`config.mk`:
```
export PLATFORM = sky130hd
export DESIGN_NAME = seg_scan_decoder
export DESIGN_NICKNAME = d
export VERILOG_FILES = /design/src/rtl/seg_scan_decoder.sv
export SDC_FILE = /design/constraint.sdc
export NUM_CORES = 1
export LEC_CHECK = 0
export BUFFER_PORTS_ARGS = -buffer_cell sky130_fd_sc_hd__buf_2
export CORE_MARGIN = 2
export CORE_UTILIZATION = 55
export CTS_CLUSTER_SIZE = 12
export DETAILED_ROUTE_END_ITERATION = 16
export PLACE_DENSITY = 0.74
export SLEW_MARGIN = 20
export SYNTH_ARGS = -nofsm -noshare
export SYNTH_HDL_FRONTEND = slang
export SYNTH_SLANG_ARGS = --single-unit
```
`constraint.sdc`:
```
create_clock -name clk -period 5.9 [get_ports clk]
set_input_delay 0.885 -clock clk [delete_from_list [all_inputs] [get_ports clk]]
set_output_delay 0.885 -clock clk [all_outputs]
set_load 0.02 [all_outputs]
```
`src/rtl/seg_scan_decoder.sv`:
```
// seg_scan_decoder: watches a multiplexed active-low 7-segment bus, waits for
// each digit to settle, decodes it back to a nibble and assembles full frames.
module seg_scan_decoder #(
   parameter int NUM_DIGITS    = 8,
   parameter int SETTLE_CYCLES = 4
) (
   input  logic                    clk,
   input  logic                    rst_n,
   input  logic [6:0]              seg_in,
   input  logic [NUM_DIGITS-1:0]   dig_sel_n,
   output logic [4*NUM_DIGITS-1:0] word_out,
   output logic                    word_valid,
   output logic                    word_err,
   output logic                    pattern_err
);

   localparam int IW = (NUM_DIGITS > 1) ? $clog2(NUM_DIGITS) : 1;

   typedef enum logic [1:0] {ST_IDLE, ST_SETTLING, ST_CAPTURED} state_t;

   state_t                  r_state, w_state_nx;
   logic [7:0]              r_cnt, w_cnt_nx;
   logic [6:0]              r_seg, r_seg_p;
   logic [NUM_DIGITS-1:0]   r_dig, r_dig_p;
   logic [4*NUM_DIGITS-1:0] r_slots;
   logic [NUM_DIGITS-1:0]   r_slot_err, r_mask;

   logic [3:0]              w_nib;
   logic                    w_bad;
   int                      w_low_cnt;
   logic [IW-1:0]           w_idx;
   logic                    w_legal, w_changed, w_capture, w_full;
   logic [NUM_DIGITS-1:0]   w_onehot, w_mask_nx, w_err_nx;

   // Decode the registered segment pattern back to a hex nibble.
   always_comb begin
      // NOTE: every combinational output gets a default first so no path can leave it unassigned and infer a latch.
      w_nib = 4'h0;
      w_bad = 1'b0;
      case (r_seg)
         7'h40: w_nib = 4'h0;
         7'h79: w_nib = 4'h1;
         7'h24: w_nib = 4'h2;
         7'h30: w_nib = 4'h3;
         7'h19: w_nib = 4'h4;
         7'h12: w_nib = 4'h5;
         7'h02: w_nib = 4'h6;
         7'h78: w_nib = 4'h7;
         7'h00: w_nib = 4'h8;
         7'h10: w_nib = 4'h9;
         7'h08: w_nib = 4'hA;
         7'h03: w_nib = 4'hB;
         7'h46: w_nib = 4'hC;
         7'h21: w_nib = 4'hD;
         7'h06: w_nib = 4'hE;
         7'h0E: w_nib = 4'hF;
         default: w_bad = 1'b1;
      endcase
   end

   // Classify the registered digit select: legal only with exactly one line low.
   always_comb begin
      w_low_cnt = 0;
      w_idx     = '0;
      for (int i = 0; i < NUM_DIGITS; i++) begin
         if (!r_dig[i]) begin
            w_low_cnt = w_low_cnt + 1;
            w_idx     = IW'(i);
         end
      end
      w_legal   = (w_low_cnt == 1);
      w_onehot  = ~r_dig;
      w_changed = (r_seg != r_seg_p) || (r_dig != r_dig_p);
   end

   // Settle FSM next state: r_cnt counts repeats after the first legal sample.
   always_comb begin
      w_state_nx = r_state;
      w_cnt_nx   = r_cnt;
      w_capture  = 1'b0;
      if (!w_legal) begin
         w_state_nx = ST_IDLE;
         w_cnt_nx   = 8'd0;
      end else if (w_changed || (r_state == ST_IDLE)) begin
         w_cnt_nx = 8'd0;
         if (SETTLE_CYCLES == 1) begin
            w_capture  = 1'b1;
            w_state_nx = ST_CAPTURED;
         end else begin
            w_state_nx = ST_SETTLING;
         end
      end else if (r_state == ST_CAPTURED) begin
         if (r_cnt != 8'hFF) w_cnt_nx = r_cnt + 8'd1;
      end else begin
         w_cnt_nx = r_cnt + 8'd1;
         if (({1'b0, r_cnt} + 9'd2) >= 9'(SETTLE_CYCLES)) begin
            w_capture  = 1'b1;
            w_state_nx = ST_CAPTURED;
         end
      end
   end

   // Frame bookkeeping: a full mask clears first, then this cycle's capture lands.
   always_comb begin
      w_full    = &r_mask;
      w_mask_nx = w_full ? '0 : r_mask;
      w_err_nx  = w_full ? '0 : r_slot_err;
      if (w_capture) begin
         w_mask_nx = w_mask_nx | w_onehot;
         w_err_nx  = (w_err_nx & ~w_onehot) | (w_bad ? w_onehot : '0);
      end
   end

   // Input sampling and FSM state register.
   always_ff @(posedge clk) begin
      // NOTE: sequential state uses non-blocking assignments so every register sees pre-edge values.
      if (!rst_n) begin
         r_seg   <= '1;
         r_dig   <= '1;
         r_seg_p <= '1;
         r_dig_p <= '1;
         r_state <= ST_IDLE;
         r_cnt   <= 8'd0;
      end else begin
         r_seg   <= seg_in;
         r_dig   <= dig_sel_n;
         r_seg_p <= r_seg;
         r_dig_p <= r_dig;
         r_state <= w_state_nx;
         r_cnt   <= w_cnt_nx;
      end
   end

   // Slot capture, frame completion and sticky pattern error.
   always_ff @(posedge clk) begin
      if (!rst_n) begin
         r_slots     <= '0;
         r_slot_err  <= '0;
         r_mask      <= '0;
         word_out    <= '0;
         word_valid  <= 1'b0;
         word_err    <= 1'b0;
         pattern_err <= 1'b0;
      end else begin
         r_mask      <= w_mask_nx;
         r_slot_err  <= w_err_nx;
         word_valid  <= w_full;
         pattern_err <= pattern_err | (w_capture & w_bad);
         if (w_capture) r_slots[int'(w_idx)*4 +: 4] <= w_nib;
         if (w_full) begin
            word_out <= r_slots;
            word_err <= |r_slot_err;
         end
      end
   end

endmodule
```
* Word level (Yosys, flattened, before mapping)
Cells that the tools add are included.
Widths: inputs -> output; s select.
** Word-level totals
- Flip-flop bits (word level) :: 123
- Word-level logic and storage cells :: 103
- Input port bits :: 17
- Output and inout bits :: 35
** Operators by class
- Reductions and logical operators :: 12
- Add/sub/neg operators :: 10
- Mux-type cells :: 32
- Shifts and indexed selects :: 2
- Eq/ne operators :: 22
- Magnitude comparators :: 1
- Bitwise gates (word level) :: 10
** Operator list (number)
- $add 32x2->32 const B :: 7
- $mux 32 :: 7
- $pmux 4 s15 :: 1
- $mux 8 :: 7
- $neg 5->33 :: 1
- $shift 4x33->32 const A :: 1
- $shiftx 4x33->32 :: 1
- $bwmux 32 :: 1
- $eq 32x2->1 const B :: 1
- $eq 7x7->1 const B :: 4
- $eq 7x5->1 const B :: 3
- $eq 7x6->1 const B :: 3
- $mux 3 :: 6
- $not 8->8 :: 2
- $or 8x8->8 :: 2
- $reduce_or 16->1 :: 1
- $eq 7x2->1 const B :: 2
- $eq 7x4->1 const B :: 2
- $mux 1 :: 10
- $add 8x2->9 const B :: 1
- $ge 9x3->1 const B :: 1
- $add 8x1->8 const B :: 1
- $and 8x8->8 :: 1
- $ne 8x8->1 :: 1
- 17 further kinds :: 22

* Depth between registers and ports, before layout
Gate-level depths: netlist of the first run.
- Depth in word-level cells :: 19
- Gate-level depth with buffers :: 27
- Mapped depth without buffers :: 26

* Least setup slack after synthesis of the first run
Ideal clock, no wire load.
- Path type :: reg2reg
- From :: register r_dig[1]
- To :: register r_slot_err[6]
- Cell stages (with the launch flop) :: 27
- Arrival time :: 5093 ps
- Required time :: 5825 ps
- Clock period less this slack :: 5168 ps
- Setup time :: 75 ps
- Setup slack :: 732 ps
- Buffers on the path :: 1
- Path through :: dfxtp_1 -> inv_1 -> ha_1 -> xnor2_1 -> ha_1 -> nand2b_1 -> nand2_1 -> ha_1 -> nand2b_1 -> nand2_1 -> ha_1 -> nor2_1 -> a31oi_1 -> a31oi_1 -> inv_1 -> ha_1 -> nor2_1 -> a21oi_1 -> ha_1 -> nor2b_1 -> xnor3_1 -> mux2i_1 -> mux2i_1 -> a21oi_2 -> clkbuf_1 -> or4b_4 -> mux2i_1
** Between the ends
- Cells in the longest elaborated chain, start to end :: 16
- Elaborated cells on any way between the ends :: 20
- Classes of those cells :: add/sub (6); eq/ne (2); mux (10); reduce/logical (2)
** Ends and longest elaborated chain
- start: declaration :: RTL line 24 : logic [NUM_DIGITS-1:0] r_dig, r_dig_p;
- start signal: assignment :: RTL line 126 : r_dig <= dig_sel_n;
- $mux 32 :: RTL line 66 : if (!r_dig[i]) begin
- $add 32x2->32 :: RTL line 67 : w_low_cnt = w_low_cnt + 1;
- $mux 32 :: RTL line 66
- $add 32x2->32 :: RTL line 67
- $mux 32 :: RTL line 66
- $add 32x2->32 :: RTL line 67
- $mux 32 :: RTL line 66
- $add 32x2->32 :: RTL line 67
- $mux 32 :: RTL line 66
- $add 32x2->32 :: RTL line 67
- $mux 32 :: RTL line 66
- $add 32x2->32 :: RTL line 67
- $mux 32 :: RTL line 66
- $eq 32x2->1 :: RTL line 71 : w_legal = (w_low_cnt == 1);
- $mux 1 * :: RTL line 81 : if (!w_legal) begin
- $mux 8 * :: RTL line 108 : if (w_capture) begin
- end signal: assignment :: RTL line 146 : r_slot_err <= w_err_nx;
- end: declaration :: RTL line 26 : logic [NUM_DIGITS-1:0] r_slot_err, r_mask;
Mark *: on every way between the ends. The rest lies on a longest branch, timed or not.
A chain may end at the register's enable or synchronous reset.

* Worst setup path in the final report of the first run
- From :: register r_dig[0]
- To :: register r_slot_err[3]
** Between the ends
- Cells in the longest elaborated chain, start to end :: 18
- Elaborated cells on any way between the ends :: 22
- Classes of those cells :: add/sub (7); eq/ne (2); mux (11); reduce/logical (2)
** Ends and longest elaborated chain (RTL line)
- $mux 1 :: 66
- $add 32x2->32 :: 67
- $mux 32 :: 66
- $add 32x2->32 :: 67
- $mux 32 :: 66
- $add 32x2->32 :: 67
- $mux 32 :: 66
- $add 32x2->32 :: 67
- [... 2 more ...]
- $mux 32 :: 66
- $add 32x2->32 :: 67
- $mux 32 :: 66
- $add 32x2->32 :: 67
- $mux 32 :: 66
- $eq 32x2->1 :: 71
- $mux 1 * :: 81
- $mux 8 * :: 108
Marks and branches as above.

==> flow_metrics.env, run 1 <==
export IMPL_status="finished, final reports clean"
export IMPL_drtPass1Iterations=5
export IMPL_ys_async_sr_fraction=0
export IMPL_drt_initial_drc_count=307
export IMPL_area_delta_synth_final_pct=17.69
export IMPL_grt_start_max_net_pins=119
export IMPL_grt_pass1_vias=4578
export IMPL_fin_skew_ps=9.255
export IMPL_worst_setup_path_end_kind="flop"
export IMPL_cts_tree="yes"
export IMPL_ant_nets=0
export IMPL_multi_input_area_um2=3316
export IMPL_critPathLaunchType="flop"
export IMPL_dp_cells=820
export IMPL_grt_antenna_before_repair=0
export IMPL_die_w_um=108.0
export IMPL_ff2ff_setup_slack_ps=340
export IMPL_vdd_drop_max_mv=0.2493
export IMPL_use_met3=0.07414
export IMPL_clock_root_buffer="clkbuf_8"
export IMPL_use_met1=0.3140
export IMPL_avgViaCountPerCell=5.659
export IMPL_synth_distinct_cells=59
export IMPL_fin_ws_ps=338.1
export IMPL_insertion_delay_ps=530
export IMPL_p_switching_uw=526.6
export IMPL_power_share_clock=0.490
export IMPL_grt_pass1_wl_um=21920
export IMPL_syn_area_per_cell_um2=8.878
export IMPL_gp_congestion=0.8330
export IMPL_syn_num_nets=701
export IMPL_portBuffers=51
export IMPL_ios=52
export IMPL_grt_usage=0.2402
export IMPL_final_seq_area_um2=2464
export IMPL_criticalPathCategory="flop to flop"
export IMPL_power_density_nw_per_um2=303.0
export IMPL_drive_gt1_frac=0.1834
export IMPL_clock_sinks=123
export IMPL_pwr_share_seq=0.406
export IMPL_start_util=0.5711
export IMPL_synth_edf_count=0
export IMPL_dpl_hpwl_um=8921
export IMPL_syn_area_um2=5948
export IMPL_worst_pin_slew_ps=893.5
export IMPL_clk_path_buf_depth=2
export IMPL_ctsHoldBuffers=0
export IMPL_max_freq_mhz=179.8
export IMPL_use_met2=0.3796
export IMPL_setup_viol=0
export IMPL_die_height_um=108.0
export IMPL_layout_nets=743
export IMPL_period_share=0.9427
export IMPL_row_count=37
export IMPL_antenna_cells=0
export IMPL_final_min_clock_period_ps=5562
export IMPL_placed_cell_area_um2=6255
export IMPL_yosysSeqAreaShare=0.4140
export IMPL_drc=0
export IMPL_timing_max_transition_violations_final=0
export IMPL_clk_pin_slew_ps=60
export IMPL_ys_seq_elements=123
export IMPL_dpl_worst_slack_ps=-62.56
export IMPL_overflow=0
export IMPL_synth_ff_type="dfxtp_1"
export IMPL_route_vias_total=4872
export IMPL_core_um2=10420
export IMPL_drt_total_wl_um=13410
export IMPL_dieArea_um2=11660
export IMPL_p_leak_nw=2.712
export IMPL_hold_violations=0
export IMPL_cp_data_required_time_ps=6290
export IMPL_yosys_warnings=0
export IMPL_max_cap_violations=0
export IMPL_avgRoutedWirePerCell_um=15.58
export IMPL_slew_limit_headroom=0.3989
export IMPL_power_frac_comb=0.104
export IMPL_cts_buffers_inserted=17
export IMPL_worst_hold_path_type="flop to flop"
export IMPL_final_area_um2=7000
export IMPL_instances_no_fill=861
export IMPL_cp_data_arrival_time_ps=5950
export IMPL_switching_share=0.2483
export IMPL_synth_cells=670
export IMPL_crit_fanout=11
export IMPL_cellInternalPower_mw=1.595
export IMPL_fill_cells=810
export IMPL_cts_max_level=4
export IMPL_finalSetupTns_ps=0
export IMPL_grt_busiest_layer="met2"
## worst max-delay path, cell delays in order (launching register included)
cell	delay, ps
dfxtp_1	390
inv_1	80
ha_1	390
xnor2_2	180
ha_1	320
nand2b_1	100
nand2_1	80
ha_1	270
nand2b_1	120
nand2_1	80
ha_1	290
nor2_1	90
a31oi_1	60
a31oi_2	230
inv_1	70
ha_1	300
nor2_1	40
a21oi_1	140
ha_1	160
nor2b_1	240
xnor3_1	400
xnor2_1	150
mux2i_1	250
a21oi_4	130
buf_4	200
or4b_4	510
mux2i_1	140
## per-layer routing
| metal | share of wire | up-vias | wire [um] |
|---|---|---|---|
| met2 | 0.47 | 159 | 6311 |
| met4 | 0.018 | 0 | 241 |
| met1 | 0.45 | 2319 | 6014 |
| met5 | 0 | - | 0 |
| met3 | 0.063 | 23 | 844 |
| li1 | - | 2371 | - |
## state kept, by name (all words and copies together), names as in the netlist
register / count
pattern_err: 1
r_cnt: 8
r_dig: 8
r_dig_p: 8
r_mask: 8
r_seg: 7
r_seg_p: 7
r_slot_err: 8
r_slots: 32
r_state: 2
word_err: 1
word_out: 32
word_valid: 1
## cells in the final DEF, fill, tap and decap left out, types with 5 or more instances in the layout
master	instances
nand2_1	146
dfxtp_1	122
buf_2	51
mux2i_1	41
nand2b_1	35
a21boi_0	33
nor2_1	30
xor2_1	19
nand3_1	18
clkbuf_16	16
ha_1	14
buf_4	14
nor2b_1	13
inv_1	12
nor4_1	11
xnor2_1	10
nand4_1	9
or4b_4	9
a21boi_1	8
and2_1	7
nor3_1	7
o21ai_0	6
nor4_4	6
nand3b_1	5
a31oi_1	5
a21oi_1	5
nor3b_1	5
## layout make-up
cell class              instances  share of cell area
clock buffers                  18             0.06113
clock inverters                14             0.02431
inverters                      12            0.006434
multi-input cells             491              0.4736
flip-flops and latches        123              0.3519
well taps                     136             0.02431
repair buffers                 67             0.05827
## per-stage QoR
step | hold slack [ps] | util | power, mW
2_1_floorplan | 434.9 | - | 1.024
3_3_place_gp | 445.1 | 0.6005 | 1.056
3_5_place_dp | 446.4 | 0.6005 | 1.069
4_1_cts | 454.4 | 0.6586 | 2.109
5_1_grt | 476.3 | 0.6721 | 2.201
6_report | 452.5 | 0.6721 | 2.121
## timing repair
item,CTS,global route
setup endpoints to repair,1,47
buffers inserted,0,8
gates resized for setup,1,6
pin swaps,0,2
## synthesized netlist by cell type, types with 4 or more instances
master    instances  area share
or4_1             4      0.0050
nor2_1           31       0.020
xnor2_1          11       0.016
or4b_4            8       0.019
a21boi_1          8       0.010
dfxtp_1         123        0.41
ha_1             14       0.029
a21boi_0         33       0.042
nor4_4            5       0.018
nor3_1            7      0.0059
buf_2             4      0.0034
clkbuf_1         37       0.023
nand2b_1         35       0.037
nor3b_1           5      0.0063
mux2i_1          41       0.069
xor2_1           19       0.028
nor2b_1          13       0.014
inv_1            12      0.0076
and2_1            7      0.0074
a31oi_1           6      0.0063
nand3b_1          5      0.0063
nand2_1         146       0.092
nand4_1           9      0.0095
nand3_1          18       0.015
a21oi_1           5      0.0042
o21ai_0           6      0.0050
nor4_1           11       0.012
## final timing paths
path / from / cells after the start / endpoint
hold / removal: r_mask[6] / 2 / r_mask[6]
setup reg to reg: r_dig[0] / 26 / r_slot_err[3]
hold reg to reg: r_mask[6] / 2 / r_mask[6]
setup / recovery: r_dig[0] / 26 / r_slot_err[3]
## kinds of logic after synthesis
kind of cell	count (synthesis)	share of synthesized area
buf+inv	56	0.03681
mux	43	0.07320
compound gates	76	0.09466
simple gates	324	0.2930
xor+xnor	34	0.05890
fa+ha+maj	14	0.02945
flops	123	0.4140
## power by group through the flow
| stage | clock network [mW] | logic [mW] | registers [mW] |
|---|---|---|---|
| after floorplan | 0 | 0.158 | 0.866 |
| after global placement | 0 | 0.179 | 0.878 |
| after detailed placement | 0 | 0.190 | 0.879 |
| after CTS | 1.05 | 0.194 | 0.861 |
| after global routing | 1.10 | 0.242 | 0.863 |
| final | 1.04 | 0.221 | 0.861 |
Power figures use the tool's default switching activity.
==> run 2, diff against run 1 <==
--- a/config.mk
+++ b/config.mk
@@ -5,12 +5,14 @@
 export SDC_FILE = /design/constraint.sdc
 export NUM_CORES = 1
 export LEC_CHECK = 0
-export BUFFER_PORTS_ARGS = -buffer_cell sky130_fd_sc_hd__buf_2
 export CORE_MARGIN = 2
 export CORE_UTILIZATION = 55
 export CTS_CLUSTER_SIZE = 12
 export DETAILED_ROUTE_END_ITERATION = 16
-export PLACE_DENSITY = 0.74
+export DONT_BUFFER_PORTS = 1
+export MAX_ROUTING_LAYER = met4
+export PLACE_DENSITY = 0.7
+export SETUP_SLACK_MARGIN = 0.4
 export SLEW_MARGIN = 20
 export SYNTH_ARGS = -nofsm -noshare
 export SYNTH_HDL_FRONTEND = slang
==> run 2 against run 1 <==
Net effect:
- clock power decreased by 9.7%
- core utilization decreased by 3.0 points
- total power decreased by 5.6%
- sequential power about the same
- die area unchanged
- first-iteration DRC count increased by 20%
- maximum frequency increased by 4.9%
- hold slack improved by 1.5 ps
- final cell count decreased by 6.0%
- register-to-register slack improved by 260 ps
- non-clock buffer count decreased by 53
- global-route usage increased by 0.27 points
- largest power group unchanged
==> flow_metrics.env, run 2 (synthesis results as in run 1) <==
export IMPL_status="finished, final reports clean"
export IMPL_worst_pin_slew_ps=793.3
export IMPL_max_cap_violations=0
export IMPL_dpl_hpwl_um=8572
export IMPL_area_delta_synth_final_pct=12.49
export IMPL_drive_gt1_frac=0.1322
export IMPL_power_frac_comb=0.100
export IMPL_crit_fanout=10
export IMPL_grt_pass1_wl_um=21810
export IMPL_critPathLaunch="r_dig[0]"
export IMPL_mostFrequentLayoutCell="nand2_1"
export IMPL_finalSetupTns_ps=0
export IMPL_top_regs="r_slots: 32 flops, word_out: 32 flops"
export IMPL_switching_share=0.2694
export IMPL_dpl_worst_slack_ps=102.2
export IMPL_final_min_clock_period_ps=5304
export IMPL_period_share=0.8990
export IMPL_antenna_cells=0
export IMPL_slew_limit_headroom=0.4644
export IMPL_dp_cells=766
export IMPL_instances_no_fill=809
export IMPL_clk_pin_slew_ps=60
export IMPL_ios=52
export IMPL_worst_setup_path_end_kind="flop"
export IMPL_p_leak_nw=2.399
export IMPL_power_share_clock=0.469
export IMPL_grt_usage=0.2429
export IMPL_p_total_mw=2.003
export IMPL_final_seq_area_um2=2466
export IMPL_cp_data_required_time_ps=6340
export IMPL_drt_total_wl_um=13120
export IMPL_cts_tree="yes"
export IMPL_dieArea_um2=11660
export IMPL_setup_viol=0
export IMPL_layout_nets=691
export IMPL_whs_ps=453.9
export IMPL_final_cell_mix="146 x nand2_1, 120 x dfxtp_1, 39 x mux2i_1"
export IMPL_min_from="r_mask[1]"
export IMPL_worst_hold_path_type="flop to flop"
export IMPL_hold_violations=0
export IMPL_drtPass1Iterations=5
export IMPL_clock_sinks=123
export IMPL_cp_data_arrival_time_ps=5750
export IMPL_timing_max_transition_violations_final=0
export IMPL_cts_max_level=4
export IMPL_clk_path_buf_depth=2
export IMPL_cp_depth=25
export IMPL_r2r_cells=25
export IMPL_max_freq_mhz=188.5
export IMPL_whs_path_depth=2
export IMPL_critPathMaxStageDelay_ps=670
export IMPL_avgViaCountPerCell=5.633
export IMPL_portBuffers=0
export IMPL_start_util=0.5711
export IMPL_ctsHoldBuffers=0
export IMPL_crit_reg2reg_launch="r_dig[0]"
export IMPL_route_vias_total=4557
export IMPL_drt_initial_drc_count=368
export IMPL_grt_antenna_before_repair=0
export IMPL_ant_nets=0
export IMPL_criticalPathCategory="flop to flop"
export IMPL_cpMostUsedCell="ha_1"
export IMPL_insertion_delay_ps=520
export IMPL_cts_buffers_inserted=17
export IMPL_cp_num_buf_inv=4
export IMPL_drc=0
export IMPL_critPathLaunchType="flop"
export IMPL_critPathTopFamily="adder cells"
export IMPL_multi_input_area_um2=3361
export IMPL_vdd_drop_max_mv=0.1683
export IMPL_die_w_um=108.0
export IMPL_die_height_um=108.0
export IMPL_cellInternalPower_mw=1.464
export IMPL_cp_slowest_cell="or4_4"
export IMPL_row_count=37
export IMPL_grt_pass1_vias=4407
export IMPL_clock_root_buffer="clkbuf_8"
export IMPL_grt_start_max_net_pins=120
export IMPL_fin_skew_ps=10.35
export IMPL_overflow=0
export IMPL_grt_setup_unrepaired="true"
export IMPL_gp_congestion=0.8811
export IMPL_avgRoutedWirePerCell_um=16.22
export IMPL_core_um2=10420
export IMPL_fin_ws_ps=595.7
export IMPL_fill_cells=852
export IMPL_p_switching_uw=539.8
export IMPL_power_density_nw_per_um2=299.4
export IMPL_pwr_share_seq=0.431
run 2: changes by cell type in the layout (fill, tap and decap cells not counted), moves of 2 or more:
| cell | before | now |
|---|---|---|
| inv_6 | 2 | 4 |
| bufinv_16 | 3 | 0 |
| mux2i_1 | 41 | 39 |
| clkinv_2 | 4 | 2 |
| dfxtp_2 | 1 | 3 |
| clkinv_4 | 4 | 6 |
| buf_2 | 51 | 0 |
| dfxtp_1 | 122 | 120 |
run 2: timing repair:
item / 4_1_cts / 5_1_grt
gates cloned: 0 / 1
setup endpoints to repair: 54 / 54
pin swaps: 1 / 6
buffers inserted: 0 / 10
resized for setup: 7 / 12
run 2: worst reg2reg max path, stage by stage (launching register included):
cell,delay (ps)
dfxtp_2,360
inv_1,90
ha_4,270
xnor2_2,140
ha_1,330
nand2b_1,110
nand2_1,100
ha_1,280
nand2b_1,110
nand2_1,70
ha_1,290
nor2_1,100
a31oi_1,60
a31oi_2,220
inv_1,70
ha_1,290
nor2_1,90
a21oi_1,50
ha_1,320
o31ai_1,240
a31oi_1,130
or4_4,670
buf_4,190
nor4_4,230
buf_4,190
mux2i_1,230
run 2: final timing paths:
path,to,slack (ps)
worst max-delay path,r_slots[15],600
worst min-delay path,r_mask[1],450
worst max register to register,r_slots[15],600
worst min register to register,r_mask[1],450
run 2: power groups by stage:
| stage | Clock, mW | Combinational, mW | Sequential [mW] |
|---|---|---|---|
| global placement | 0 | 0.163 | 0.879 |
| finish | 0.939 | 0.200 | 0.863 |
| floorplan | 0 | 0.158 | 0.866 |
| detailed placement | 0 | 0.169 | 0.880 |
| global route | 0.990 | 0.216 | 0.865 |
| CTS | 0.948 | 0.174 | 0.862 |
run 2: through the flow:
step | cell area (um^2) | util
4_1_cts | 6555 | 0.6293
3_3_place_gp | 5977 | 0.5738
3_5_place_dp | 5986 | 0.5747
5_1_grt | 6691 | 0.6424
6_report | 6691 | 0.6424
2_1_floorplan | 5948 | -
run 2: layout make-up:
type                            instances  area share
Clock inverter                         14     0.01683
Tap cell                              136     0.02543
Sequential cell                       123      0.3685
Inverter                               12    0.006731
Multi-Input combinational cell        492      0.5022
Clock buffer                           18     0.06395
Timing Repair Buffer                   14     0.01627
run 2: routing by layer:
layer,vias up,GRT usage,part of all wire
met5,-,-,0
met2,120,0.3643,0.45
met1,2143,0.3308,0.48
met3,26,0.04882,0.046
li1,2268,-,-
met4,0,0.07784,0.022
==> run 3, diff against run 2 <==
--- a/config.mk
+++ b/config.mk
@@ -12,6 +12,7 @@
 export DONT_BUFFER_PORTS = 1
 export MAX_ROUTING_LAYER = met4
 export PLACE_DENSITY = 0.7
+export REMOVE_ABC_BUFFERS = 1
 export SETUP_SLACK_MARGIN = 0.4
 export SLEW_MARGIN = 20
 export SYNTH_ARGS = -nofsm -noshare
==> run 3 against run 2 <==
Net effect:
- total power down 1.1%
- largest cell class unchanged
- critical path depth unchanged
- clock skew down 2.7 ps
- first-iteration DRC count down 34%
- sequential power about the same
- global-route usage down 0.82 points
==> flow_metrics.env, run 3 (synthesis results as in run 1) <==
export IMPL_criticalPathCategory="flop to flop"
export IMPL_overflow=0
export IMPL_start_util=0.5711
export IMPL_clock_root_buffer="clkbuf_8"
export IMPL_top_regs="r_slots: 32 flops, word_out: 32 flops"
export IMPL_whs_ps=455.7
export IMPL_fin_skew_ps=7.626
export IMPL_grt_usage=0.2348
export IMPL_slew_limit_headroom=0.4879
export IMPL_area_delta_synth_final_pct=13.08
export IMPL_worst_pin_slew_ps=768.2
export IMPL_core_um2=10420
export IMPL_clk_pin_slew_ps=60
export IMPL_ios=52
export IMPL_ff2ff_setup_slack_ps=630
export IMPL_die_height_um=108.0
export IMPL_cts_max_level=4
export IMPL_layout_nets=696
export IMPL_cts_buffers_inserted=17
export IMPL_grt_antenna_before_repair=0
export IMPL_drt_total_wl_um=12470
export IMPL_timing_max_transition_violations_final=0
export IMPL_mostFrequentLayoutCell="nand2_1"
export IMPL_holdPathEnd="r_mask[5]"
export IMPL_row_count=37
export IMPL_cp_data_arrival_time_ps=5710
export IMPL_vdd_drop_max_mv=0.1657
export IMPL_period_share=0.8940
export IMPL_worst_setup_path_end_kind="flop"
export IMPL_portBuffers=0
export IMPL_max_cap_violations=0
export IMPL_drive_gt1_frac=0.1372
export IMPL_setup_viol=0
export IMPL_drt_initial_drc_count=242
export IMPL_ant_nets=0
export IMPL_dieArea_um2=11660
export IMPL_route_vias_total=4477
export IMPL_grt_setup_unrepaired="false"
export IMPL_final_min_clock_period_ps=5275
export IMPL_clk_path_buf_depth=2
export IMPL_r2r_end="r_slots[7]"
export IMPL_clock_sinks=123
export IMPL_r2r_cells=25
export IMPL_placed_cell_area_um2=6007
export IMPL_avgViaCountPerCell=5.500
export IMPL_whs_path_depth=2
export IMPL_p_leak_nw=2.410
export IMPL_final_area_um2=6726
export IMPL_gp_congestion=0.8605
export IMPL_grt_pass1_vias=4417
export IMPL_finalSetupTns_ps=0
export IMPL_dpl_hpwl_um=8255
export IMPL_crit_fanout=8
export IMPL_critPathLaunchType="flop"
export IMPL_crit_reg2reg_launch="r_dig[0]"
export IMPL_die_w_um=108.0
export IMPL_cp_data_required_time_ps=6330
export IMPL_drc=0
export IMPL_insertion_delay_ps=520
export IMPL_drtPass1Iterations=4
export IMPL_cts_tree="yes"
export IMPL_final_cell_mix="146 x nand2_1, 120 x dfxtp_1, 39 x mux2i_1"
export IMPL_hold_violations=0
export IMPL_grt_pass1_wl_um=20870
export IMPL_status="finished, final reports clean"
export IMPL_worst_hold_path_type="flop to flop"
export IMPL_grt_start_max_net_pins=120
export IMPL_avgRoutedWirePerCell_um=15.32
export IMPL_antenna_cells=0
export IMPL_ctsHoldBuffers=0
export IMPL_max_freq_mhz=189.6
export IMPL_min_from="r_mask[5]"
export IMPL_power_density_nw_per_um2=294.6
run 3: changes by cell type in the layout (fill, tap and decap cells not counted), sizes merged:
| cell | previous run | this run |
|---|---|---|
| buf | 14 | 18 |
| clkinvlp | 2 | 5 |
| inv | 16 | 13 |
| clkbuf | 18 | 19 |
| clkinv | 8 | 7 |
| or4b | 10 | 11 |
run 3: how the worst max path moves through the flow:
stage	startpoint	endpoint	slack, ps	depth (start not counted)
after global routing	r_dig[1]	r_slots[31]	390	28
after CTS	r_dig[1]	r_slots[28]	410	25
after detailed placement	r_dig[1]	r_slots[30]	210	26
after global placement	r_dig[1]	r_slots[29]	540	26
final	r_dig[0]	r_slots[7]	630	25
after floorplan	r_dig[1]	r_slots[24]	660	23
run 3: stage by stage:
step | instances | utilization | power [mW] | setup slack (ps)
3_3_place_gp | 770 | 0.5767 | 1.042 | 536.5
5_1_grt | 814 | 0.6458 | 2.062 | 385.0
6_report | 814 | 0.6458 | 1.981 | 625.4
4_1_cts | 809 | 0.6377 | 1.987 | 409.4
2_1_floorplan | 626 | - | 1.010 | 660.3
3_5_place_dp | 770 | 0.5767 | 1.050 | 208.1
run 3: worst max-delay path, stage by stage, from the launching register on:
cell and delay (ps):
dfxtp_2 360, inv_1 90, ha_4 270, xnor2_2 140
ha_1 310, nand2b_1 100, nand2_1 80, ha_1 270
nand2b_1 110, nand2_1 70, ha_1 280, nor2_1 100
a31oi_1 70, a31oi_2 230, inv_1 80, ha_1 290
nor2_1 90, a21oi_1 60, ha_1 320, o31ai_1 270
a31oi_1 130, or4_4 630, buf_4 220, nor4_4 210
buf_4 190, mux2i_1 210
run 3: metal layers:
| metal | part of all wire | wire, um | track usage |
|---|---|---|---|
| met1 | 0.48 | 5979 | 0.2963 |
| met2 | 0.47 | 5843 | 0.3648 |
| met3 | 0.039 | 484 | 0.05967 |
| met4 | 0.013 | 165 | 0.08700 |
| met5 | 0 | 0 | - |
run 3: report_power, final:
part | internal, mW | total, mW | switching (mW) | leakage [nW]
sequential | 0.842 | 0.862 | 0.0196 | 0.997
clock | 0.538 | 0.919 | 0.381 | 0.252
combinational | 0.0882 | 0.201 | 0.112 | 1.16
total | 1.47 | 1.98 | 0.513 | 2.41
run 3: repair_timing:
action / in CTS / in global routing
gates cloned: 2 / 0
pin swaps: 6 / 4
buffers inserted: 5 / 5
endpoints found under the setup margin: 42 / 56
resized for setup: 8 / 11
run 3: cell type report:
class	instances	area, um^2
Tap cell	136	170.2
Clock inverter	13	96.34
Timing Repair Buffer	18	138.9
Multi-Input combinational cell	493	3368
Clock buffer	19	441.7
Inverter	12	45.04
Sequential cell	123	2466
Fill cell	883	3690
